===== src/rtl/hsid_x_obi_reader.sv =====
// OBI burst reader: fetches a run of 32-bit words and feeds them
// to the datapath through a small credit-limited response FIFO.
package hsid_x_pkg;
  parameter int HSID_WORD_WIDTH       = 32;
  parameter int HSID_HSP_BANDS_WIDTH  = 8;
  parameter int HSID_HSP_LIBRARY_WIDTH = 8;
endpackage

module hsid_x_obi_reader
  import hsid_x_pkg::*;
#(
  parameter int WORD_WIDTH       = HSID_WORD_WIDTH,
  parameter int MEM_ACCESS_WIDTH =
    HSID_HSP_BANDS_WIDTH + HSID_HSP_LIBRARY_WIDTH,
  parameter int MAX_OUTSTANDING  = 4
) (
  input  logic                        clk,
  input  logic                        rst_n,
  input  logic                        obi_start,
  input  logic [WORD_WIDTH-1:0]       obi_initial_addr,
  input  logic [MEM_ACCESS_WIDTH-1:0] obi_limit_in,
  input  logic                        cancel,
  output logic                        obi_done,
  output logic                        busy,
  output logic                        obi_req_o,
  input  logic                        obi_gnt_i,
  output logic [WORD_WIDTH-1:0]       obi_addr_o,
  output logic                        obi_we_o,
  output logic [3:0]                  obi_be_o,
  input  logic                        obi_rvalid_i,
  input  logic [WORD_WIDTH-1:0]       obi_rdata_i,
  output logic [WORD_WIDTH-1:0]       data_o,
  output logic                        data_valid_o,
  input  logic                        data_ready_i
);

  localparam int CW = MEM_ACCESS_WIDTH + 1;
  localparam int PW = $clog2(MAX_OUTSTANDING);
  localparam int OW = PW + 1;
  localparam logic [OW:0] MAXV = (OW+1)'(MAX_OUTSTANDING);

  localparam logic [1:0] S_IDLE  = 2'd0;
  localparam logic [1:0] S_ISSUE = 2'd1;
  localparam logic [1:0] S_DRAIN = 2'd2;
  localparam logic [1:0] S_FLUSH = 2'd3;

  logic [1:0]            r_state;
  logic [1:0]            w_state_nx;
  logic [WORD_WIDTH-1:0] r_addr;
  logic [CW-1:0]         r_limit;
  logic [CW-1:0]         r_issued;
  logic [CW-1:0]         r_resp;
  logic [OW-1:0]         r_outst;
  logic [OW-1:0]         r_cnt;
  logic [PW-1:0]         r_wp;
  logic [PW-1:0]         r_rp;
  logic [WORD_WIDTH-1:0] r_mem [MAX_OUTSTANDING];
  logic                  r_hold;
  logic                  r_done;

  logic [OW:0] w_sum;
  logic        w_req;
  logic        w_gnt;
  logic        w_rv;
  logic        w_flush;
  logic        w_push;
  logic        w_valid;
  logic        w_pop;
  logic        w_start;
  logic        w_zero;
  logic        w_fin;

  assign w_sum   = {1'b0, r_outst} + {1'b0, r_cnt};
  // r_hold keeps an ungranted request alive through cancel
  assign w_req   = r_hold | ((r_state == S_ISSUE) &&
                   (r_issued < r_limit) && (w_sum < MAXV));
  assign w_gnt   = w_req & obi_gnt_i;
  assign w_rv    = obi_rvalid_i && (r_outst != '0);
  assign w_flush = (r_state == S_FLUSH);
  assign w_push  = w_rv && !w_flush;
  assign w_valid = (r_cnt != '0) && !w_flush;
  assign w_pop   = w_valid && data_ready_i;
  assign w_start = (r_state == S_IDLE) && obi_start && !cancel;
  assign w_zero  = (obi_limit_in == '0);
  assign w_fin   = (r_state == S_DRAIN) && !cancel &&
                   (r_resp == r_limit) && (r_cnt == '0);

  always_comb begin
    w_state_nx = r_state;
    unique case (r_state)
      S_IDLE:
        if (w_start && !w_zero) w_state_nx = S_ISSUE;
      S_ISSUE:
        if (cancel) w_state_nx = S_FLUSH;
        else if (r_issued == r_limit) w_state_nx = S_DRAIN;
      S_DRAIN:
        if (cancel) w_state_nx = S_FLUSH;
        else if (w_fin) w_state_nx = S_IDLE;
      S_FLUSH:
        if ((r_outst == '0) && !r_hold) w_state_nx = S_IDLE;
      default: w_state_nx = S_IDLE;
    endcase
  end

  always_ff @(posedge clk or negedge rst_n) begin
    if (!rst_n) begin
      r_state  <= S_IDLE;
      r_addr   <= '0;
      r_limit  <= '0;
      r_issued <= '0;
      r_resp   <= '0;
      r_outst  <= '0;
      r_hold   <= 1'b0;
      r_done   <= 1'b0;
    end else begin
      r_state <= w_state_nx;
      r_hold  <= w_req && !obi_gnt_i;
      r_done  <= (w_start && w_zero) || w_fin;
      if (w_start && !w_zero) begin
        r_addr   <= obi_initial_addr;
        r_limit  <= {1'b0, obi_limit_in};
        r_issued <= '0;
        r_resp   <= '0;
      end else begin
        if (w_gnt) begin
          r_addr   <= r_addr + WORD_WIDTH'(4);
          r_issued <= r_issued + 1'b1;
        end
        if (w_push) r_resp <= r_resp + 1'b1;
      end
      if (w_gnt && !w_rv) r_outst <= r_outst + 1'b1;
      else if (!w_gnt && w_rv) r_outst <= r_outst - 1'b1;
    end
  end

  always_ff @(posedge clk or negedge rst_n) begin
    if (!rst_n) begin
      r_wp  <= '0;
      r_rp  <= '0;
      r_cnt <= '0;
    end else if (w_flush) begin
      r_wp  <= '0;
      r_rp  <= '0;
      r_cnt <= '0;
    end else begin
      if (w_push) r_wp <= r_wp + 1'b1;
      if (w_pop) r_rp <= r_rp + 1'b1;
      if (w_push && !w_pop) r_cnt <= r_cnt + 1'b1;
      else if (!w_push && w_pop) r_cnt <= r_cnt - 1'b1;
    end
  end

  always_ff @(posedge clk) begin
    if (w_push) r_mem[r_wp] <= obi_rdata_i;
  end

  assign obi_done     = r_done;
  assign busy         = (r_state != S_IDLE);
  assign obi_req_o    = w_req;
  assign obi_addr_o   = r_addr;
  assign obi_we_o     = 1'b0;
  assign obi_be_o     = 4'hF;
  assign data_valid_o = w_valid;
  assign data_o       = w_valid ? r_mem[r_rp] : '0;

endmodule

===== config.mk =====
export PLATFORM = sky130hd
export DESIGN_NAME = hsid_x_obi_reader
export DESIGN_NICKNAME = d
export VERILOG_FILES = /design/src/rtl/hsid_x_obi_reader.sv
export SDC_FILE = /design/constraint.sdc
export NUM_CORES = 1
export LEC_CHECK = 0
export CAP_MARGIN = 10
export CORE_ASPECT_RATIO = 0.5
export CORE_MARGIN = 2
export CORE_UTILIZATION = 58
export DETAILED_ROUTE_END_ITERATION = 10
export PLACE_DENSITY = 0.85
export SYNTH_ARGS = -nofsm -noshare
export SYNTH_HDL_FRONTEND = slang
export SYNTH_SLANG_ARGS = --single-unit

===== constraint.sdc =====
create_clock -name clk -period 5 [get_ports clk]
set_clock_uncertainty 0.15 [all_clocks]
set_input_delay 1 -clock clk [delete_from_list [all_inputs] [get_ports clk]]
set_output_delay 1 -clock clk [all_outputs]
set_load 0.01 [all_outputs]

==> flow_summary.json <==
{
  "first_pass_iters": 10,
  "synth_cells": 852,
  "antenna_found_initial": 1,
  "nets": 1107,
  "end_kind": "primary output",
  "clkPwrFrac": 0.243,
  "place_area_um2": 12200,
  "p_sw_mw": 2.13,
  "synth_ff_type": "edfxtp_1",
  "synth.largest_area_cell": "edfxtp_1",
  "cts_made_buffers": 21,
  "clock.fmax_mhz": 222,
  "power_per_cell_area_nw_per_um2": 497,
  "grt_max_degree": 68,
  "synthTopCellsByCount": "edfxtp_1, dfrtp_1, nand2_1, nor2_1, and3_1",
  "cts_root_buf": "clkbuf_16",
  "yosysMostFrequentCell": "edfxtp_1",
  "swShare": 0.334,
  "clkSinkCount": 224,
  "synth_edf_count": 128,
  "pre_cts_ws_ns": 1.07,
  "rows": 34,
  "p_leak_nw": 4.82,
  "comb_power_share": 0.329,
  "vias_per_cell": 6.12,
  "seq_power_share": 0.428,
  "violations": "design-rule violations",
  "critPathKind": "reg2out",
  "crit_fanout": 19,
  "maxSlewHeadroom": 0.245,
  "initial_core_util": 0.598,
  "overflow": 0,
  "dpl.hpwl_mm": 16.2,
  "post_cts_buffers": 0,
  "ys_seq_area_frac": 0.594,
  "gp_congestion": 0.891,
  "power_mw": 6.39,
  "stdcell_area_um2": 12900,
  "num_vias": 7600,
  "ys_top_cells_by_area": "edfxtp_1, dfrtp_1, mux4_2, ha_1, and3_1",
  "min-delay-path-class": "reg2reg",
  "die_w_um": 194,
  "finalSetupViolations": 0,
  "portBuffers": 154,
  "cts.clk_slew.worst_paths_ns": 0.07,
  "grt_pass1_wl_mm": 39.8,
  "drive_gt1_frac": 0.0914,
  "cts-htree-levels": 1,
  "grt_pass1_vias": 7675,
  "syn_avg_cell_area_um2": 12.3,
  "syn_area_um2": 10500,
  "yosys_warnings": 0,
  "cp.arrival_ns": 3.35,
  "ys_seq_elements": 224,
  "required_ns": 3.85,
  "peakVddDrop_uv": 345,
  "drtAntennaViolNets": 0,
  "dieHeight_um": 99.2,
  "wl_per_cell_um": 20.0,
  "grt_usage": 0.263,
  "post-route-min-period_ns": 4.50,
  "drc": 20,
  "dieArea_um2": 19300,
  "ios": 160,
  "coreArea_um2": 17600,
  "rsz0062_at_grt": "no",
  "clock_latency_ns": 0.50,
  "synthArstFlopShare": 0.429,
  "cts_max_path_buffers": 3,
  "drtIter0Drc": 565,
  "setup_ws_ns": 0.497,
  "cp-start-kind": "flip-flop",
  "maxCapViolations": 0,
  "finalSetupTns_ns": 0,
  "maxSlewViolCount": 0,
  "drt-total-wl_mm": 24.9,
  "cts_resized": 0,
  "hold_viol_final": 0,
  "postCtsHoldBufs": 0,
  "n_fill_cell": 1165,
  "p_int_mw": 4.26,
  "worst_pin_slew_ns": 1.13,
  "cts_tree": "yes",
  "synth_top_area_frac": 0.366,
  "area_delta_synth_final_pct": 22.5,
  "yosysUniqueCellTypes": 54,
  "status": "finished with violations",
  "finalCritPeriodShare": 0.901
}
## power groups by stage
stage	Sequential, mW	Combinational, mW	Clock (mW)
6_report	2.73	2.11	1.55
2_1_floorplan	2.69	1.20	0
3_5_place_dp	2.75	2.10	0
3_3_place_gp	2.72	2.02	0
5_1_grt	2.78	2.29	1.65
4_1_cts	2.72	2.12	1.58
## critical path: stages, from the launching register on
cell and delay, ns:
dfrtp_1 0.41, ha_1 0.36, nand4b_4 0.14, nor4_1 0.58, a211o_1 0.30, or3_1 0.52, inv_2 0.04, clkdlybuf4s50_1 0.49
## final timing paths
path	start	to	slack, ns	cells past startpoint
worst max-delay path	r_issued[14]$_DFFE_PN0P_	obi_req_o	0.50	7
worst max register to register	r_limit[3]$_DFFE_PN0P_	r_outst[2]$_DFFE_PN0P_	1.59	13
min in group asynchronous	rst_n	obi_addr_o[7]$_DFFE_PN0P_	0.46	1
worst min register to register	obi_addr_o[1]$_DFFE_PN0P_	obi_addr_o[1]$_DFFE_PN0P_	0.35	2
max in group asynchronous	rst_n	r_issued[9]$_DFFE_PN0P_	3.31	2
worst min-delay path	obi_addr_o[1]$_DFFE_PN0P_	obi_addr_o[1]$_DFFE_PN0P_	0.35	2
## metrics by stage
step / hold slack, ns / util / cells
4_1_cts: 0.352 / 0.732 / 1241
5_1_grt: 0.358 / 0.732 / 1241
6_report: 0.346 / 0.733 / 1242
3_3_place_gp: 0.316 / 0.695 / 1203
2_1_floorplan: 0.340 / - / 855
3_5_place_dp: 0.334 / 0.695 / 1203
## placed cells by master (no fill, tap or decap), types with 6 or more instances in the layout
cell type        instances
edfxtp_1               128
dfrtp_1                 95
mux4_2                  32
nand2_1                 64
or3_1                   28
nand4_1                 22
clkdlybuf4s50_1        153
and3_1                  44
a31oi_1                 22
nor3_1                   6
or4_1                   10
nand3_1                 42
xor2_1                  17
xnor2_1                 28
ha_1                    26
and4_1                   6
inv_1                   28
nor4_1                  11
a21oi_1                 28
o21ai_1                 41
nor2_1                  54
o21ai_0                 13
clkbuf_16               21
o31ai_1                 10
buf_4                   10
## logic make-up (layout without fill, tap and decap cells)
kind of cell	Yosys count	count (layout)	synth area share
mux	36	36	0.0728
compound gates	128	128	0.0722
flops	224	224	0.594
fa+ha+maj	28	28	0.0348
other cells	2	6	0.000715
buf+inv	80	232	0.0311
xor+xnor	45	45	0.0375
simple gates	309	309	0.156
## state kept, by name, indices dropped and copies added, names as in the netlist
name	flops
r_mem	128
obi_addr_o	32
r_issued	17
r_resp	17
r_limit	16
r_cnt	3
r_outst	3
r_rp	2
r_state	2
r_wp	2
obi_done	1
r_hold	1
## metal layers
metal / GRT usage / vias up / wire, um
met5: 0 / - / 0
met2: 0.475 / 274 / 12500
li1: - / 3463 / -
met3: 0.0454 / 38 / 1430
met4: 0.0580 / 0 / 456
met1: 0.341 / 3825 / 10400
## cell type report
| cell class | count | area (um^2) | share of cell area |
|---|---|---|---|
| Clock buffer | 28 | 572 | 0.0444 |
| Clock inverter | 10 | 82.6 | 0.00642 |
| Tap cell | 234 | 293 | 0.0227 |
| Timing Repair Buffer | 163 | 1610 | 0.125 |
| Inverter | 31 | 116 | 0.00904 |
| Sequential cell | 224 | 6250 | 0.485 |
| Multi-Input combinational cell | 551 | 3950 | 0.307 |
| Antenna cell | 1 | 2.50 | 0.000194 |
(Power assumes the default switching activity.)
